$ cat config.mk
export PLATFORM = sky130hd
export DESIGN_NAME = pc_fleet_responder_flat
export DESIGN_NICKNAME = d
export VERILOG_FILES = /design/src/rtl/pc_fleet_responder_pkg.sv /design/src/rtl/pc_fleet_responder_if.sv /design/src/rtl/pc_fleet_responder_lfsr8.sv /design/src/rtl/pc_fleet_responder.sv /design/src/flat_wrapper.sv
export SDC_FILE = /design/constraint.sdc
export NUM_CORES = 1
export LEC_CHECK = 0
export BUFFER_PORTS_ARGS = -buffer_cell sky130_fd_sc_hd__clkbuf_2
export CAP_MARGIN = 20
export CORE_MARGIN = 2
export CORE_UTILIZATION = 58
export CTS_BUF_LIST = sky130_fd_sc_hd__clkbuf_2 sky130_fd_sc_hd__clkbuf_4 sky130_fd_sc_hd__clkbuf_8
export DETAILED_ROUTE_END_ITERATION = 7
export PLACE_DENSITY_LB_ADDON = 0.2
export SLEW_MARGIN = 5
export SYNTH_ARGS = -nofsm -noshare
export SYNTH_HDL_FRONTEND = slang
export SYNTH_SLANG_ARGS = --single-unit
$ cat constraint.sdc
create_clock -name clk -period 4.4 [get_ports clk]
set_clock_uncertainty 0.2 [all_clocks]
set_input_delay 0.44 -clock clk [delete_from_list [all_inputs] [get_ports clk]]
set_output_delay 0.44 -clock clk [all_outputs]
set_load 0.1 [all_outputs]
$ cat src/rtl/pc_fleet_responder_pkg.sv
// Shared types and helpers for the computer-side Battleship responder.
package pc_fleet_responder_pkg;

  localparam int GRID_N    = 5;
  localparam int MAX_SHIPS = 5;

  typedef enum logic [2:0] {IDLE, PLACE, READY, CHECK, RESP, DONE} state_t;

  typedef struct packed {
    logic hit;
    logic rpt;
    logic invalid;
  } resp_flags_t;

  function automatic int unsigned cell_idx(input int unsigned i, input int unsigned j,
                                           input int unsigned n);
    return i * n + j;
  endfunction

  // A zero-ship fleet would end the game before it starts, so it becomes one ship.
  function automatic logic [2:0] clamp_ships(input logic [2:0] n, input logic [2:0] max_n);
    if (n == 3'd0) return 3'd1;
    if (n > max_n) return max_n;
    return n;
  endfunction

endpackage

$ cat src/rtl/pc_fleet_responder_if.sv
// Shot request / response handshake between the player cursor (master) and the PC fleet.
interface pc_fleet_responder_if;
  logic       shot_valid;
  logic [2:0] shot_i;
  logic [2:0] shot_j;
  logic       shot_ready;
  logic       resp_valid;
  logic       resp_hit;
  logic       resp_repeat;
  logic       resp_invalid;

  modport master (
    output shot_valid, shot_i, shot_j,
    input  shot_ready, resp_valid, resp_hit, resp_repeat, resp_invalid
  );

  modport slave (
    input  shot_valid, shot_i, shot_j,
    output shot_ready, resp_valid, resp_hit, resp_repeat, resp_invalid
  );
endinterface

$ cat src/rtl/pc_fleet_responder_lfsr8.sv
// 8-bit maximal-length Fibonacci LFSR (x^8 + x^6 + x^5 + x^4 + 1) with load-on-reset seed.
module pc_fleet_responder_lfsr8 #(
  parameter logic [7:0] SEED = 8'hA5
) (
  input  logic       clk,
  input  logic       rst,
  input  logic       en,
  output logic [7:0] state
);

  always_ff @(posedge clk or posedge rst) begin
    if (rst) begin
      state <= SEED;
    end else if (en) begin
      state <= {state[6:0], state[7] ^ state[5] ^ state[4] ^ state[3]};
    end
  end

endmodule

$ cat src/rtl/pc_fleet_responder.sv
// Computer-side Battleship responder: random fleet placement, shot classification,
// remaining-ship tracking and ship/shot maps for display.
module pc_fleet_responder #(
  parameter int         GRID_N    = pc_fleet_responder_pkg::GRID_N,
  parameter int         MAX_SHIPS = pc_fleet_responder_pkg::MAX_SHIPS,
  parameter logic [7:0] LFSR_SEED = 8'hA5
) (
  input  logic                        clk,
  input  logic                        rst,
  input  logic                        place_start,
  input  logic [2:0]                  num_ships,
  pc_fleet_responder_if.slave         shot_if,
  output logic                        fleet_ready,
  output logic [2:0]                  ships_left,
  output logic                        all_sunk,
  output logic [GRID_N*GRID_N-1:0]    ship_map,
  output logic [GRID_N*GRID_N-1:0]    shot_map
);
  import pc_fleet_responder_pkg::*;

  localparam int         CELLS    = GRID_N * GRID_N;
  localparam int         IDX_W    = $clog2(CELLS);
  localparam logic [2:0] GRID_LIM = 3'(GRID_N);
  localparam logic [2:0] MAX_LIM  = 3'(MAX_SHIPS);

  state_t           state;
  logic [7:0]       lfsr;
  logic             lfsr_unused;
  logic [2:0]       target;
  logic [2:0]       lat_i;
  logic [2:0]       lat_j;
  logic             shot_ready_r;
  logic             resp_valid_r;
  resp_flags_t      resp_r;
  logic [IDX_W-1:0] cand;
  logic [IDX_W-1:0] chk_idx;
  logic             cand_free;
  resp_flags_t      chk;

  pc_fleet_responder_lfsr8 #(.SEED(LFSR_SEED)) u_lfsr (
    .clk   (clk),
    .rst   (rst),
    .en    (1'b1),
    .state (lfsr)
  );

  assign cand        = lfsr[IDX_W-1:0];
  assign lfsr_unused = ^lfsr[7:IDX_W];

  always_comb begin
    cand_free = 1'b0;
    chk_idx   = IDX_W'(cell_idx(32'(lat_i), 32'(lat_j), 32'(GRID_N)));
    chk       = '0;
    if (32'(cand) < 32'(CELLS)) cand_free = !ship_map[cand];
    // Classification priority: off-board, then already fired on, then hit.
    chk.invalid = (lat_i >= GRID_LIM) || (lat_j >= GRID_LIM);
    chk.rpt     = !chk.invalid && shot_map[chk_idx];
    chk.hit     = !chk.invalid && !chk.rpt && ship_map[chk_idx];
  end

  assign shot_if.shot_ready   = shot_ready_r;
  assign shot_if.resp_valid   = resp_valid_r;
  assign shot_if.resp_hit     = resp_r.hit;
  assign shot_if.resp_repeat  = resp_r.rpt;
  assign shot_if.resp_invalid = resp_r.invalid;

  always_ff @(posedge clk or posedge rst) begin
    if (rst) begin
      state        <= IDLE;
      target       <= '0;
      lat_i        <= '0;
      lat_j        <= '0;
      shot_ready_r <= 1'b0;
      resp_valid_r <= 1'b0;
      resp_r       <= '0;
      fleet_ready  <= 1'b0;
      ships_left   <= '0;
      all_sunk     <= 1'b0;
      ship_map     <= '0;
      shot_map     <= '0;
    end else begin
      resp_valid_r <= 1'b0;
      // A new game request overrides whatever is in flight, including a pending shot.
      if (place_start) begin
        ship_map     <= '0;
        shot_map     <= '0;
        ships_left   <= '0;
        fleet_ready  <= 1'b0;
        all_sunk     <= 1'b0;
        shot_ready_r <= 1'b0;
        resp_r       <= '0;
        target       <= clamp_ships(num_ships, MAX_LIM);
        state        <= PLACE;
      end else begin
        case (state)
          IDLE: ;
          PLACE: begin
            if (cand_free) begin
              ship_map[cand] <= 1'b1;
              ships_left     <= ships_left + 3'd1;
              if (3'(ships_left + 3'd1) == target) begin
                fleet_ready  <= 1'b1;
                shot_ready_r <= 1'b1;
                state        <= READY;
              end
            end
          end
          READY: begin
            if (shot_if.shot_valid) begin
              lat_i        <= shot_if.shot_i;
              lat_j        <= shot_if.shot_j;
              shot_ready_r <= 1'b0;
              state        <= CHECK;
            end
          end
          CHECK: begin
            resp_r       <= chk;
            resp_valid_r <= 1'b1;
            if (!chk.invalid && !chk.rpt) shot_map[chk_idx] <= 1'b1;
            if (chk.hit && ships_left != 3'd0) ships_left <= ships_left - 3'd1;
            state <= RESP;
          end
          RESP: begin
            if (ships_left == 3'd0) begin
              all_sunk <= 1'b1;
              state    <= DONE;
            end else begin
              shot_ready_r <= 1'b1;
              state        <= READY;
            end
          end
          DONE: ;
          default: state <= IDLE;
        endcase
      end
    end
  end

endmodule

$ cat src/flat_wrapper.sv
// flat-port wrapper written by rule: the top's interface ports become plain ports
module pc_fleet_responder_flat import pc_fleet_responder_pkg::*;
#(
  parameter int         GRID_N    = pc_fleet_responder_pkg::GRID_N,
  parameter int         MAX_SHIPS = pc_fleet_responder_pkg::MAX_SHIPS,
  parameter logic [7:0] LFSR_SEED = 8'hA5
)
  (clk, rst, place_start, num_ships, fleet_ready, ships_left, all_sunk, ship_map, shot_map, shot_if_shot_valid, shot_if_shot_i, shot_if_shot_j, shot_if_shot_ready, shot_if_resp_valid, shot_if_resp_hit, shot_if_resp_repeat, shot_if_resp_invalid);
  pc_fleet_responder_if shot_if_i ();
  input  logic clk;
  input  logic rst;
  input  logic place_start;
  input  logic [2:0] num_ships;
  output logic fleet_ready;
  output logic [2:0] ships_left;
  output logic all_sunk;
  output logic [GRID_N*GRID_N-1:0] ship_map;
  output logic [GRID_N*GRID_N-1:0] shot_map;
  input wire logic [$bits(shot_if_i.shot_valid)-1:0] shot_if_shot_valid;
  input wire logic [$bits(shot_if_i.shot_i)-1:0] shot_if_shot_i;
  input wire logic [$bits(shot_if_i.shot_j)-1:0] shot_if_shot_j;
  output wire logic [$bits(shot_if_i.shot_ready)-1:0] shot_if_shot_ready;
  output wire logic [$bits(shot_if_i.resp_valid)-1:0] shot_if_resp_valid;
  output wire logic [$bits(shot_if_i.resp_hit)-1:0] shot_if_resp_hit;
  output wire logic [$bits(shot_if_i.resp_repeat)-1:0] shot_if_resp_repeat;
  output wire logic [$bits(shot_if_i.resp_invalid)-1:0] shot_if_resp_invalid;
  assign shot_if_i.shot_valid = shot_if_shot_valid;
  assign shot_if_i.shot_i = shot_if_shot_i;
  assign shot_if_i.shot_j = shot_if_shot_j;
  assign shot_if_shot_ready = shot_if_i.shot_ready;
  assign shot_if_resp_valid = shot_if_i.resp_valid;
  assign shot_if_resp_hit = shot_if_i.resp_hit;
  assign shot_if_resp_repeat = shot_if_i.resp_repeat;
  assign shot_if_resp_invalid = shot_if_i.resp_invalid;
  pc_fleet_responder #(.GRID_N(GRID_N), .MAX_SHIPS(MAX_SHIPS), .LFSR_SEED(LFSR_SEED)) u_core (.clk(clk), .rst(rst), .place_start(place_start), .num_ships(num_ships), .shot_if(shot_if_i), .fleet_ready(fleet_ready), .ships_left(ships_left), .all_sunk(all_sunk), .ship_map(ship_map), .shot_map(shot_map));
endmodule
---- Yosys cells after proc, flatten, opt, wreduce, memory -nomap -nowiden ----
Cells that the tools add are included.
storage, ports and cells
  flip-flop bits (word level) ............. 80
  bits in latches ......................... 0
  bits in writable memories ............... 0
  memory bits (read-only) ................. 0
  output and inout bits ................... 60
  word-level logic and storage cells ...... 128
  memories ................................ 0
cells by class
  $add $sub $neg .......................... 3
  multiply operators ...................... 1
  divide/modulo/power cells ............... 0
  order comparisons ....................... 8
  equality and inequality tests ........... 12
  shift operators ......................... 0
  muxes and demuxes ....................... 51
  bitwise gates (word level) .............. 6
  reduce and logical (&&, ||, !) cells .... 32
operator list
  operator                                                            number
  two-way mux 25 bit                                                  6
  bitwise OR 25 bit                                                   2
  two-way mux 3 bit                                                   14
  two-way mux 1 bit                                                   23
  binary-select mux 1 bit (select 5 bit)                              3
  case mux 3 bit (5 select lines)                                     1
  nonzero test 2 bit                                                  7
  less-than comparator 5 x 6 -> 1 bit (second input constant)         2
  demux 1 bit (select 5 bit)                                          2
  greater-or-equal comparator 5 x 1 -> 1 bit (second input constant)  2
  zero test 3 bit                                                     3
  inequality test 3 x 2 -> 1 bit (second input constant)              3
  AND reduction 3 bit                                                 3
  equality test 3 x 2 -> 1 bit (second input constant)                2
  equality test 3 bit (second input constant)                         2
  greater-or-equal comparator 3 bit (second input constant)           2
  logical AND 1 bit                                                   6
  inequality test 3 bit (second input constant)                       2
  case mux 3 bit (2 select lines)                                     1
  AND reduction 2 bit                                                 3
  nonzero test 3 bit                                                  2
  adder 5 x 3 -> 5 bit                                                1
  less-than comparator 5 bit (second input constant)                  1
  multiplier 3 x 3 -> 5 bit (second input constant)                   1
  other kinds (15)                                                    19

---- Longest topological paths before layout ----
Gate-level depths: netlist of run 1.
  depth in word-level cells ............... 12
  mapped depth ............................ 12

---- By module ----
From an unflattened synthesis of run 1, not the netlist that was laid out.
unflattened totals
  cell total of the unflattened synthesis .. 402
  area, all modules ....................... 4,385.5 sq um
modules (own cells, without submodules)
  module                    times used  cells each  area an instance (sq um)  seq. area each (sq um)
  pc_fleet_responder        1           380         4,057.6                   1,801.7
  pc_fleet_responder_lfsr8  1           22          327.8                     205.2

---- Least setup slack after synthesis of run 1 ----
Ideal clock, no wire load.
  kind .................................... reg2reg
  start point ............................. register u_core.lat_i[0]
  end point ............................... register u_core.ships_left[0]
  data arrival time ....................... 3.272 ns
  data required time ...................... 4.072 ns
  slack ................................... 0.801 ns
  stages on the path, launching flop included .. 11
  cells stage by stage .................... dfrtp_1 -> ha_1 -> ha_1 -> fa_1 -> clkbuf_1 -> mux4_2 -> mux2i_1 -> nor4_2 -> nor4_1 -> a31oi_2 -> mux2_1
between the ends
  cells in the longest elaborated chain, start to end .. 11
  elaborated cells on any way between the ends .. 16
  classes of those cells .................. 1 x add/sub; 1 x mul; 1 x order compare; 1 x eq/ne; 4 x mux; 8 x reduce/logical
RTL lines
  element                                       RTL line                      text
  from (decl)                                   pc_fleet_responder.sv:30      logic [2:0] lat_i;
  from (signal assigned)                        pc_fleet_responder.sv:110     lat_i <= shot_if.shot_i;
  multiplier 3 x 3 -> 5 bit                     pc_fleet_responder_pkg.sv:17  return i * n + j;
  adder 5 x 3 -> 5 bit                          pc_fleet_responder_pkg.sv:17
  binary-select mux 1 bit (select 5 bit)        pc_fleet_responder.sv:57      chk.rpt = !chk.invalid && shot_map[chk_idx];
  two-way mux 1 bit (implied by the code)       pc_fleet_responder.sv:57
  logical AND 1 bit                             pc_fleet_responder.sv:57
  zero test 1 bit                               pc_fleet_responder.sv:58      chk.hit = !chk.invalid && !chk.rpt && ship_map[chk_idx];
  logical AND 1 bit                             pc_fleet_responder.sv:58
  logical AND 1 bit (*)                         pc_fleet_responder.sv:58
  logical AND 1 bit (*)                         pc_fleet_responder.sv:120     if (chk.hit && ships_left != 3'd0) ships_left <= ships_left - 3'd1;
  inequality test 3 x 2 -> 1 bit (no line) (*)  n/a
  AND reduction 3 bit (no line) (*)             n/a
  to (signal assigned)                          pc_fleet_responder.sv:100     ships_left <= ships_left + 3'd1;
  to (signal assigned)                          pc_fleet_responder.sv:120
  to (decl)                                     pc_fleet_responder.sv:14      output logic [2:0] ships_left,
Every way passes the cells marked *; elsewhere a longest branch is shown, timed or not. The select of a mux whose other input is x is not followed.
A chain may end at the register's enable or synchronous reset.

---- Worst setup path after layout of run 1 ----
  start point ............................. register u_core.lat_i[0]
  end point ............................... register u_core.shot_map[19]
between the ends
  cells in the longest elaborated chain, start to end .. 10
  elaborated cells on any way between the ends .. 21
  classes of those cells .................. 1 x add/sub; 1 x mul; 3 x order compare; 7 x mux; 1 x bitwise; 8 x reduce/logical
RTL lines
  element                                                                                                                         RTL line                      text
  multiplier 3 x 3 -> 5 bit                                                                                                       pc_fleet_responder_pkg.sv:17
  adder 5 x 3 -> 5 bit                                                                                                            pc_fleet_responder_pkg.sv:17
  less-than comparator 5 x 6 -> 1 bit (implied by the code) / greater-or-equal comparator 5 x 1 -> 1 bit (equally long branches)  pc_fleet_responder.sv:119     if (!chk.invalid && !chk.rpt) shot_map[chk_idx] <= 1'b1;
  logical AND 1 bit (implied by the code)                                                                                         pc_fleet_responder.sv:119
  two-way mux 1 bit (implied by the code)                                                                                         pc_fleet_responder.sv:119
  demux 1 bit (select 5 bit)                                                                                                      n/a
  bitwise OR 25 bit (no line)                                                                                                     n/a
  two-way mux 25 bit                                                                                                              pc_fleet_responder.sv:119
  two-way mux 25 bit                                                                                                              pc_fleet_responder.sv:95      case (state)
  two-way mux 25 bit                                                                                                              pc_fleet_responder.sv:84      if (place_start) begin
  to (signal assigned)                                                                                                            pc_fleet_responder.sv:80      shot_map <= '0;
  to (signal assigned)                                                                                                            pc_fleet_responder.sv:86      shot_map <= '0;
  to (signal, indexed assignment)                                                                                                 pc_fleet_responder.sv:119
  to (decl)                                                                                                                       pc_fleet_responder.sv:17      output logic [GRID_N*GRID_N-1:0] shot_map
Several ways; a longest one is shown, not always the timed one. The select of a mux whose other input is x is not followed.

==> reports/qor_table.md, run 1 <==
| Quantity | This run | Unit |
|---|---|---|
| Run status | finished clean | - |
| Worst endpoint required time | 4430 | ps |
| Total non-filler cell area in the finished layout | 0.00501 | mm2 |
| Area used by multi-input combinational logic | 0.00215 | mm2 |
| Diode count | 0 | - |
| FILL cells | 561 | - |
| Dominant combinational cell family by area after synthesis | compound AO/OA/AOI/OAI gates | - |
| DRC errors left | 0 | - |
| Worst min path class | in -> reg | - |
| Core region area | 0.00721 | mm2 |
| Fmax | 0.240 | GHz |
| Num Clock Sinks | 80 | - |
| R2r setup slk | 230 | ps |
| Wire length of the first global-routing pass | 17,200 | um |
| Source of the worst register-to-register timing path | u_core.lat_i[0]$_DFFE_PP0P_ | - |
| Area share of fa/ha/maj cells after synthesis | 0.0366 | - |
| R2R cell count | 9 | - |
| Worst Hold Depth | 2 | - |
| Endpoint of the most critical register-to-register path | u_core.shot_map[19]$_DFFE_PP0P_ | - |
| Number of vias per cell | 6.10 | - |
| Die area | 0.00813 | mm2 |
| Detail-routed net length per standard cell | 17.8 | um |
| Detailed placer's ending HPWL | 7250 | um |
| End point of the worst hold path | u_core.lat_j[0]$_DFFE_PP0P_ | - |
| Hold violation total from the final report | 0 | - |
| Most used cells in the layout excluding fill and tap cells | sky130_fd_sc_hd__dfrtp_1, sky130_fd_sc_hd__clkbuf_2, sky130_fd_sc_hd__nor2_1 | - |
| Synthesized-area fraction occupied by and/or/nand/nor cells | 0.144 | - |
| Sequential fraction of the synthesis area | 0.466 | - |
| Final critical-path setup slack | 233 | ps |
| Pin count of the biggest net entering global routing | 54 | - |
| Areal power density over the cells | 625 | mW/mm2 |
| Routability-driven placement congestion ratio | 0.812 | - |
| Leading cell type in the layout, fill and taps excluded | sky130_fd_sc_hd__dfrtp_1 | - |
| Antenna violations before repair | 0 | - |
| Synthesized net count | 410 | - |
| Via count of the first global-routing pass | 3,381 | - |
| Yosys warnings | 0 | - |
| Largest buffer count on any clock path | 2 | - |
| Post-Place Cell Area | 0.00476 | mm2 |
| Top_reg_cell synth | sky130_fd_sc_hd__dfrtp_1 | - |
| Number of cell rows | 31 | - |
| Quantity of I/O buffers inserted on ports | 72 | - |
| Share of final-layout standard cells stronger than drive strength 1 | 0.287 | - |
| Drt pass-1 iters | 5 | - |
| Launch point of the worst hold path | shot_if_shot_j[0] | - |
| Post-synthesis mux area share | 0.138 | - |
| Unrepaired setup endpoints after global routing | no | - |
| Height of the die | 90.2 | um |
| CTS clk-pin slew, worst paths | 80 | ps |
| Proportion of synthesized flip-flops having asynchronous set or reset | 1.00 | - |
| Synthesized-area fraction occupied by xor and xnor cells | 0.0238 | - |
| Endpoints failing setup | 0 | - |
| Mapped Cells | 385 | - |
| Share of the clock period used by the worst path | 0.947 | - |
| Num CTS Buffers | 9 | - |
| Library cells used by synthesis | 54 | - |
| Critical path class | reg -> reg | - |
| Synthesis-to-layout area growth | 16.2 | % |
| Maximum net fanout on the critical path | 11 | - |
| Sequential cell area in the final layout | 0.00201 | mm2 |
| Deepest level of the CTS H-tree | 3 | - |
| Minimum period implied by the final worst setup slack | 4170 | ps |
| Residual overflow from global routing | 0 | - |
| DR vias | 3,409 | - |
| Final wirelength | 9930 | um |
| Clock tree from TritonCTS | done | - |
| Max cap viols | 0 | - |
| Number of synthesized flops with an enable pin | 0 | - |
| Leakage Power | 2.31 | nW |
| Initial Utilization | 0.597 | - |
| Width of the die | 90.2 | um |
| Data arrival time of the worst path | 4200 | ps |
| Syn Std Cell Area | 0.00431 | mm2 |
| Top-level I/O count | 73 | - |
| VDD IR max | 406 | uV |
| Insertion delay to the later sink of the worst-skew pair | 350 | ps |
| NumNets Final | 480 | - |
| Average instance area after synthesis | 11.2 | um2 |
| Endpoint type of the worst setup path | register | - |
| Transition time at the pin with the least slew margin | 827 | ps |
| Final-report max-slew violation count | 0 | - |
| Gr usage total | 0.261 | - |
| Iteration-0 DRC Markers | 234 | - |
| Number of synthesized register bits | 80 | - |
| Number of nets with antenna violations after routing | 0 | - |
| Crit path launch type | register | - |
| Worst rel slew slack | 0.444 | - |
| Clock root cell | sky130_fd_sc_hd__clkbuf_8 | - |
| Setup Slack @ Placement | -67.5 | ps |
| Compound-gate portion of the synthesized area | 0.154 | - |
-- flip-flops by register name, indices dropped and copies added, names as in the netlist, 3 cells and up --
signal,flops
u_core.shot_map,25
u_core.u_lfsr.state,8
u_core.lat_j,3
u_core.ships_left,3
u_core.ship_map,25
u_core.state,3
u_core.lat_i,3
u_core.target,3
-- critical path, cell delays in order (launching register included) --
cell and delay, ps:
sky130_fd_sc_hd__dfrtp_1 430, sky130_fd_sc_hd__ha_1 310, sky130_fd_sc_hd__ha_1 320, sky130_fd_sc_hd__fa_1 730, sky130_fd_sc_hd__mux4_2 350, sky130_fd_sc_hd__mux2i_1 200, sky130_fd_sc_hd__nor4_2 100, sky130_fd_sc_hd__nor3_2 620
sky130_fd_sc_hd__nand4_1 460, sky130_fd_sc_hd__o32ai_1 360
-- worst max path at each step --
stage | start | endpoint | slack, ps | depth (start not counted)
after detailed placement | u_core.lat_i[0]$_DFFE_PP0P_ | u_core.shot_map[17]$_DFFE_PP0P_ | -70 | 9
after global placement | u_core.lat_i[0]$_DFFE_PP0P_ | u_core.shot_map[18]$_DFFE_PP0P_ | 100 | 9
final | u_core.lat_i[0]$_DFFE_PP0P_ | u_core.shot_map[19]$_DFFE_PP0P_ | 230 | 9
after global routing | u_core.lat_i[0]$_DFFE_PP0P_ | u_core.shot_map[17]$_DFFE_PP0P_ | 60 | 9
after CTS | u_core.lat_i[0]$_DFFE_PP0P_ | u_core.shot_map[19]$_DFFE_PP0P_ | 260 | 10
after floorplan | u_core.lat_i[0]$_DFFE_PP0P_ | u_core.ships_left[0]$_DFFE_PP0P_ | 800 | 10
-- repair_timing --
item	4_1_cts	5_1_grt
gates cloned	0	0
hold endpoints to repair	24	0
endpoints found under the setup margin	8	1
gates resized for setup	1	1
hold buffers	1	0
buffers inserted	0	0
-- cell families (layout without fill, tap and decap cells) --
logic type / Yosys count / in the layout
adders and majority gates: 12 / 12
AOI/OAI and AO/OA: 90 / 90
xor gates and xnor gates: 10 / 10
buffers and inverters: 40 / 115
and+or+nand+nor: 118 / 118
DFF: 80 / 80
muxes: 35 / 35
-- cells in the mapped netlist (8+ instances only) --
cell type	n	area share
sky130_fd_sc_hd__mux4_2	13	0.068
sky130_fd_sc_hd__inv_1	18	0.016
sky130_fd_sc_hd__nand4_1	10	0.015
sky130_fd_sc_hd__o2bb2ai_1	29	0.059
sky130_fd_sc_hd__nor3_1	8	0.0093
sky130_fd_sc_hd__dfrtp_1	76	0.44
sky130_fd_sc_hd__ha_1	11	0.032
sky130_fd_sc_hd__mux2i_1	8	0.019
sky130_fd_sc_hd__a21oi_1	26	0.030
sky130_fd_sc_hd__nor2_1	37	0.032
sky130_fd_sc_hd__clkbuf_1	17	0.015
sky130_fd_sc_hd__nand2_1	20	0.017
-- per-layer routing --
layer / GRT usage / vias to the layer above / part of all wire
met4: 0.0885 / 0 / 0.0081
met1: 0.395 / 1685 / 0.46
met5: 0 / - / 0
li1: - / 1584 / -
met3: 0.0377 / 9 / 0.055
met2: 0.392 / 131 / 0.47
-- final cells by class --
class / count / area share
clock buffers: 11 / 0.0290
clock inverters: 5 / 0.0160
inverters: 18 / 0.0135
multi-input cells: 265 / 0.430
flip-flops and latches: 80 / 0.401
well taps: 99 / 0.0247
repair buffers: 81 / 0.0860
-- stage by stage --
stage                     utilization  power (mW)  hold slack [ps]  setup TNS, ps  cells
final                           0.694        3.13              130              0    559
after global routing            0.694        3.33              131              0    559
after CTS                       0.693        3.11              120              0    559
after detailed placement        0.659        2.50              142           -186    542
after global placement          0.659        2.47              141              0    542
after floorplan                     -        2.18              133              0    385
-- power by group --
part	total [mW]	internal (mW)	leakage, nW	switching, mW
Combinational	1.64	0.571	1.11	1.07
Clock	0.606	0.341	0.109	0.265
Sequential	0.882	0.803	1.09	0.0790
Note: power is estimated with default switching activity, not from simulation.
==> inputs of run 2 (changes only) <==
CORE_UTILIZATION = 53   (was 58)
clock period = 3.8 ns   (was 4.4 ns; I/O delays follow)
==> reports/qor_table.md, run 2 (synthesis results as in run 1) <==
| Quantity | This run | Unit |
|---|---|---|
| Endpoint of the most critical register-to-register path | u_core.ships_left[1]$_DFFE_PP0P_ | - |
| Synthesis-to-layout area growth | 18.4 | % |
| Residual overflow from global routing | 0 | - |
| Num Clock Sinks | 80 | - |
| Max cap viols | 0 | - |
| Final total negative setup slack | 0 | ps |
| Critical path class | reg -> reg | - |
| Num CTS Buffers | 9 | - |
| Insertion delay to the later sink of the worst-skew pair | 370 | ps |
| Maximum net fanout on the critical path | 7 | - |
| Initial Utilization | 0.552 | - |
| Worst min path class | in -> reg | - |
| Hold violation total from the final report | 0 | - |
| Share of the clock period used by the worst path | 0.946 | - |
| R2R cell count | 10 | - |
| Leading cell type in the layout, fill and taps excluded | sky130_fd_sc_hd__dfrtp_1 | - |
| Width of the die | 94.2 | um |
| VDD IR max | 426 | uV |
| Core region area | 0.00781 | mm2 |
| Height of the die | 94.2 | um |
| Detail-routed net length per standard cell | 18.7 | um |
| Number of nets with antenna violations after routing | 0 | - |
| Worst rel slew slack | 0.551 | - |
| Final wirelength | 10,600 | um |
| DR vias | 3,434 | - |
| Clock root cell | sky130_fd_sc_hd__clkbuf_8 | - |
| Leakage Power | 2.36 | nW |
| Share of final-layout standard cells stronger than drive strength 1 | 0.296 | - |
| Deepest level of the CTS H-tree | 3 | - |
| Largest buffer count on any clock path | 2 | - |
| CTS clk-pin slew, worst paths | 80 | ps |
| Top Registers | u_core.ship_map (25), u_core.shot_map (25), u_core.u_lfsr.state (8) | - |
| Worst endpoint required time | 3850 | ps |
| FILL cells | 624 | - |
| Unrepaired setup endpoints after global routing | no | - |
| Drt pass-1 iters | 4 | - |
| Endpoint type of the worst setup path | register | - |
| Gr usage total | 0.258 | - |
| Number of vias per cell | 6.05 | - |
| Fmax | 0.278 | GHz |
| Crit path launch type | register | - |
| Antenna violations before repair | 0 | - |
| Via count of the first global-routing pass | 3,394 | - |
| Areal power density over the cells | 767 | mW/mm2 |
| R2r setup slk | 200 | ps |
| Source of the worst register-to-register timing path | u_core.lat_i[0]$_DFFE_PP0P_ | - |
| NumNets Final | 486 | - |
| Iteration-0 DRC Markers | 231 | - |
| Number of cells after detailed placement | 548 | - |
| Minimum period implied by the final worst setup slack | 3600 | ps |
| Pin count of the biggest net entering global routing | 53 | - |
| Clock tree from TritonCTS | done | - |
| Number of cell rows | 32 | - |
| Worst Hold Depth | 2 | - |
| Transition time at the pin with the least slew margin | 672 | ps |
| Detailed placer's ending HPWL | 7530 | um |
| Endpoints failing setup | 0 | - |
| Diode count | 0 | - |
| Top-level I/O count | 73 | - |
| Routability-driven placement congestion ratio | 0.824 | - |
| Launch point of the critical path | u_core.lat_i[0]$_DFFE_PP0P_ | - |
| Most used cells in the layout excluding fill and tap cells | sky130_fd_sc_hd__dfrtp_1, sky130_fd_sc_hd__clkbuf_2, sky130_fd_sc_hd__nor2_1 | - |
| Final-report max-slew violation count | 0 | - |
| DRC errors left | 0 | - |
| Run status | finished clean | - |
| Data arrival time of the worst path | 3650 | ps |
| Die area | 0.00887 | mm2 |
| Quantity of I/O buffers inserted on ports | 72 | - |
| Wire length of the first global-routing pass | 17,400 | um |
| Capturing instance or port of the critical path | u_core.ships_left[1]$_DFFE_PP0P_ | - |
| Post-layout instance count excluding filler cells | 568 | - |
run 2: worst min-delay path by stage:
stage          slack [ps]                             start                                endpoint
2_1_floorplan         130  u_core.u_lfsr.state[6]$_DFF_PP0_        u_core.u_lfsr.state[7]$_DFF_PP1_
3_3_place_gp          140  u_core.u_lfsr.state[6]$_DFF_PP0_        u_core.u_lfsr.state[7]$_DFF_PP1_
3_5_place_dp          160  u_core.u_lfsr.state[6]$_DFF_PP0_        u_core.u_lfsr.state[7]$_DFF_PP1_
4_1_cts                20                       place_start  u_core.shot_if.resp_repeat$_DFFE_PP0P_
5_1_grt                50                 shot_if_shot_j[2]             u_core.lat_j[2]$_DFFE_PP0P_
6_report               30                       place_start  u_core.shot_if.resp_repeat$_DFFE_PP0P_
run 2: report_power, final:
group / internal, mW / switching (mW) / total [mW]
registers: 0.930 / 0.0914 / 1.02
clock network: 0.519 / 0.324 / 0.843
logic: 0.776 / 1.27 / 2.05
total: 2.23 / 1.69 / 3.91
run 2: layer usage:
layer	vias to the layer above	GRT usage	wire (um)
li1	1583	-	-
met1	1718	0.378	4900
met2	118	0.389	5040
met3	15	0.0514	560
met4	0	0.0833	151
met5	-	0	0
run 2: through the flow:
step / util / setup slack (ps) / cell area (um2) / total power [mW] / hold WS (ps)
floorplan: - / 201 / 4310 / 2.53 / 133
global placement: 0.614 / 174 / 4800 / 2.97 / 141
detailed placement: 0.614 / 99.3 / 4800 / 3.00 / 164
CTS: 0.650 / 31.8 / 5070 / 3.84 / 21.2
global route: 0.653 / 31.8 / 5100 / 4.14 / 47.0
finish: 0.653 / 204 / 5100 / 3.91 / 27.3
run 2: layout make-up:
| type | count | area [um2] | share of cell area |
|---|---|---|---|
| Clock buffer | 11 | 139 | 0.0272 |
| Multi-Input combinational cell | 265 | 2140 | 0.420 |
| Inverter | 18 | 67.6 | 0.0133 |
| Sequential cell | 80 | 2010 | 0.394 |
| Timing Repair Buffer | 87 | 488 | 0.0957 |
| Clock inverter | 5 | 129 | 0.0253 |
| Tap cell | 102 | 128 | 0.0250 |
run 2: timing repair:
item,4_1_cts,5_1_grt
gates resized for setup,0,1
buffers inserted,0,3
endpoints found under the hold margin,28,0
endpoints found under the setup margin,0,13
hold buffers,1,0
run 2: worst max-delay path: stages (launching register included):
cell and delay, ps:
sky130_fd_sc_hd__dfrtp_1 410, sky130_fd_sc_hd__ha_1 310, sky130_fd_sc_hd__ha_1 320, sky130_fd_sc_hd__fa_2 650
sky130_fd_sc_hd__buf_4 180, sky130_fd_sc_hd__mux2i_1 70, sky130_fd_sc_hd__a22o_1 220, sky130_fd_sc_hd__a221oi_1 290
sky130_fd_sc_hd__o211ai_2 230, sky130_fd_sc_hd__a31oi_2 260, sky130_fd_sc_hd__mux2_1 350
==> inputs of run 3 (changes only) <==
--- a/config.mk
+++ b/config.mk
@@ -6,10 +6,10 @@
 export NUM_CORES = 1
 export LEC_CHECK = 0
-export BUFFER_PORTS_ARGS = -buffer_cell sky130_fd_sc_hd__clkbuf_2
 export CAP_MARGIN = 20
 export CORE_MARGIN = 2
-export CORE_UTILIZATION = 53
+export CORE_UTILIZATION = 60
 export CTS_BUF_LIST = sky130_fd_sc_hd__clkbuf_2 sky130_fd_sc_hd__clkbuf_4 sky130_fd_sc_hd__clkbuf_8
 export DETAILED_ROUTE_END_ITERATION = 7
+export DONT_BUFFER_PORTS = 1
 export PLACE_DENSITY_LB_ADDON = 0.2
 export SLEW_MARGIN = 5
==> constraint.sdc (replaced) <==
create_clock -name clk -period 3.8 [get_ports clk]
set_clock_uncertainty 0.2 [all_clocks]
set_input_delay 0.57 -clock clk [delete_from_list [all_inputs] [get_ports clk]]
set_output_delay 0.57 -clock clk [all_outputs]
set_load 0.1 [all_outputs]
==> reports/qor_table.md, run 3 (synthesis results as in run 1) <==
| Quantity | This run | Unit |
|---|---|---|
| Detail-routed net length per standard cell | 19.9 | um |
| Gr usage total | 0.288 | - |
| Leakage Power | 2.28 | nW |
| Die area | 0.00787 | mm2 |
| Number of cell rows | 30 | - |
| Worst endpoint required time | 3830 | ps |
| Top-level I/O count | 73 | - |
| Final wirelength | 10,700 | um |
| Total non-filler cell area in the finished layout | 0.00509 | mm2 |
| Worst rel slew slack | 0.330 | - |
| Insertion delay to the later sink of the worst-skew pair | 350 | ps |
| VDD IR max | 407 | uV |
| Most used cells in the layout excluding fill and tap cells | sky130_fd_sc_hd__dfrtp_1, sky130_fd_sc_hd__buf_4, sky130_fd_sc_hd__nor2_1 | - |
| Detailed placer's ending HPWL | 7720 | um |
| Wire length of the first global-routing pass | 17,000 | um |
| Endpoints failing setup | 0 | - |
| Final total negative setup slack | 0 | ps |
| Sequence of cells on the critical path | ha_1 -> ha_1 -> fa_2 -> buf_12 -> mux2i_1 -> a22o_1 -> a221oi_1 -> o211ai_2 -> a31oi_4 -> mux2_1 | - |
| Deepest level of the CTS H-tree | 3 | - |
| Fraction of the core area covered by cells at the end of the flow | 0.741 | - |
| NumNets Final | 463 | - |
| Post-Place Cell Area | 0.00480 | mm2 |
| Number of vias per cell | 6.38 | - |
| Quantity of I/O buffers inserted on ports | 0 | - |
| Total Power Consumption | 3.79 | mW |
| Number of logic stages on the critical path including buffering | 10 | - |
| Via count of the first global-routing pass | 3,300 | - |
| Transition time at the pin with the least slew margin | 1010 | ps |
| Fmax | 0.273 | GHz |
| Hold WS | 75.7 | ps |
| Worst min path class | in -> reg | - |
| Iteration-0 DRC Markers | 305 | - |
| Top Family by Delay on Critical Path | adder cells | - |
| Unrepaired setup endpoints after global routing | no | - |
| Endpoint type of the worst setup path | register | - |
| Sequential cell area in the final layout | 0.00201 | mm2 |
| Width of the die | 88.7 | um |
| Source of the worst register-to-register timing path | u_core.lat_i[0]$_DFFE_PP0P_ | - |
| Num Clock Sinks | 80 | - |
| Area used by multi-input combinational logic | 0.00217 | mm2 |
| Run status | finished clean | - |
| Launch point of the critical path | u_core.lat_i[0]$_DFFE_PP0P_ | - |
| Initial Utilization | 0.627 | - |
| DRC errors left | 0 | - |
| FILL cells | 512 | - |
| Number of cells after detailed placement | 520 | - |
| Highest-delay cell along the critical path | sky130_fd_sc_hd__fa_2 | - |
| Crit path launch type | register | - |
| Slowest cell delay on critical path | 650 | ps |
| Clock tree from TritonCTS | done | - |
| Most frequent cell on the critical path | sky130_fd_sc_hd__ha_1 | - |
| Launch point of the worst hold path | place_start | - |
| CTS clk-pin slew, worst paths | 80 | ps |
| Areal power density over the cells | 745 | mW/mm2 |
| Final-report max-slew violation count | 0 | - |
| Hold violation total from the final report | 0 | - |
| Residual overflow from global routing | 0 | - |
| Final critical-path setup slack | 143 | ps |
| Number of nets with antenna violations after routing | 0 | - |
| Leading cell type in the layout, fill and taps excluded | sky130_fd_sc_hd__dfrtp_1 | - |
| Drt pass-1 iters | 5 | - |
| Max cap viols | 0 | - |
| Largest buffer count on any clock path | 2 | - |
| Top Registers | u_core.ship_map (25), u_core.shot_map (25), u_core.u_lfsr.state (8) | - |
| Worst Hold Depth | 1 | - |
| Height of the die | 88.7 | um |
| Synthesis-to-layout area growth | 18.1 | % |
| Maximum net fanout on the critical path | 23 | - |
| Antenna violations before repair | 0 | - |
| Minimum period implied by the final worst setup slack | 3660 | ps |
| Pin count of the biggest net entering global routing | 43 | - |
| Clock root cell | sky130_fd_sc_hd__clkbuf_8 | - |
| Setup Slack @ Placement | 18.1 | ps |
| Post-layout instance count excluding filler cells | 539 | - |
| Share of final-layout standard cells stronger than drive strength 1 | 0.269 | - |
| Critical path class | reg -> reg | - |
| Core region area | 0.00687 | mm2 |
| Routability-driven placement congestion ratio | 0.874 | - |
| Share of the clock period used by the worst path | 0.962 | - |
| Diode count | 0 | - |
| DR vias | 3,437 | - |
| Data arrival time of the worst path | 3690 | ps |
| Buffers plus inverters on the worst setup path | 1 | - |
| R2R cell count | 10 | - |
| Num CTS Buffers | 9 | - |
==> run 3: changes by cell type in the layout (fill, tap and decap cells not counted), sizes merged <==
cell / previous run / this run
inv: 18 / 17
clkinvlp: 0 / 1
clkinv: 1 / 4
bufinv: 4 / 2
buf: 14 / 63
clkbuf: 83 / 10
==> run 3: final timing paths <==
path	end	slack [ps]
max	u_core.ships_left[1]$_DFFE_PP0P_	140
max reg2reg	u_core.ships_left[1]$_DFFE_PP0P_	140
min	u_core.state[2]$_DFFE_PP0P_	80
min in group asynchronous	u_core.state[1]$_DFFE_PP0P_	480
min reg2reg	u_core.u_lfsr.state[7]$_DFF_PP1_	160
max in group asynchronous	u_core.u_lfsr.state[0]$_DFF_PP1_	2160
==> run 3: worst register-to-register path, stage by stage, from the launching register on <==
cell and delay, ps:
sky130_fd_sc_hd__dfrtp_1 420, sky130_fd_sc_hd__ha_1 310, sky130_fd_sc_hd__ha_1 310, sky130_fd_sc_hd__fa_2 650
sky130_fd_sc_hd__buf_12 200, sky130_fd_sc_hd__mux2i_1 100, sky130_fd_sc_hd__a22o_1 230, sky130_fd_sc_hd__a221oi_1 300
sky130_fd_sc_hd__o211ai_2 250, sky130_fd_sc_hd__a31oi_4 230, sky130_fd_sc_hd__mux2_1 350
==> run 3: final cells by class <==
cell class              instances  share of cell area
repair buffers                 64              0.0974
well taps                      96              0.0236
clock buffers                  10              0.0258
flip-flops and latches         80               0.394
clock inverters                 6              0.0184
multi-input cells             265               0.427
inverters                      18              0.0135
==> run 3: repair_timing <==
| item | 4_1_cts | 5_1_grt |
|---|---|---|
| pin swaps | 0 | 2 |
| endpoints found under the hold margin | 23 | 0 |
| buffers inserted | 0 | 2 |
| hold buffers | 1 | 0 |
| resized for setup | 1 | 5 |
| cloned | 0 | 0 |
| endpoints found under the setup margin | 1 | 13 |
==> run 3: power breakdown <==
group	total, mW	internal [mW]	switching [mW]
registers	1.11	0.927	0.187
clock network	0.697	0.381	0.317
logic	1.98	0.742	1.24
==> run 3: routing by layer <==
| metal | routed length, um | share of wire | track usage | vias up |
|---|---|---|---|---|
| li1 | - | - | - | 1549 |
| met1 | 4370 | 0.41 | 0.384 | 1712 |
| met2 | 5270 | 0.49 | 0.459 | 155 |
| met3 | 882 | 0.082 | 0.0840 | 21 |
| met4 | 187 | 0.017 | 0.0882 | 0 |
| met5 | 0 | 0 | 0 | - |
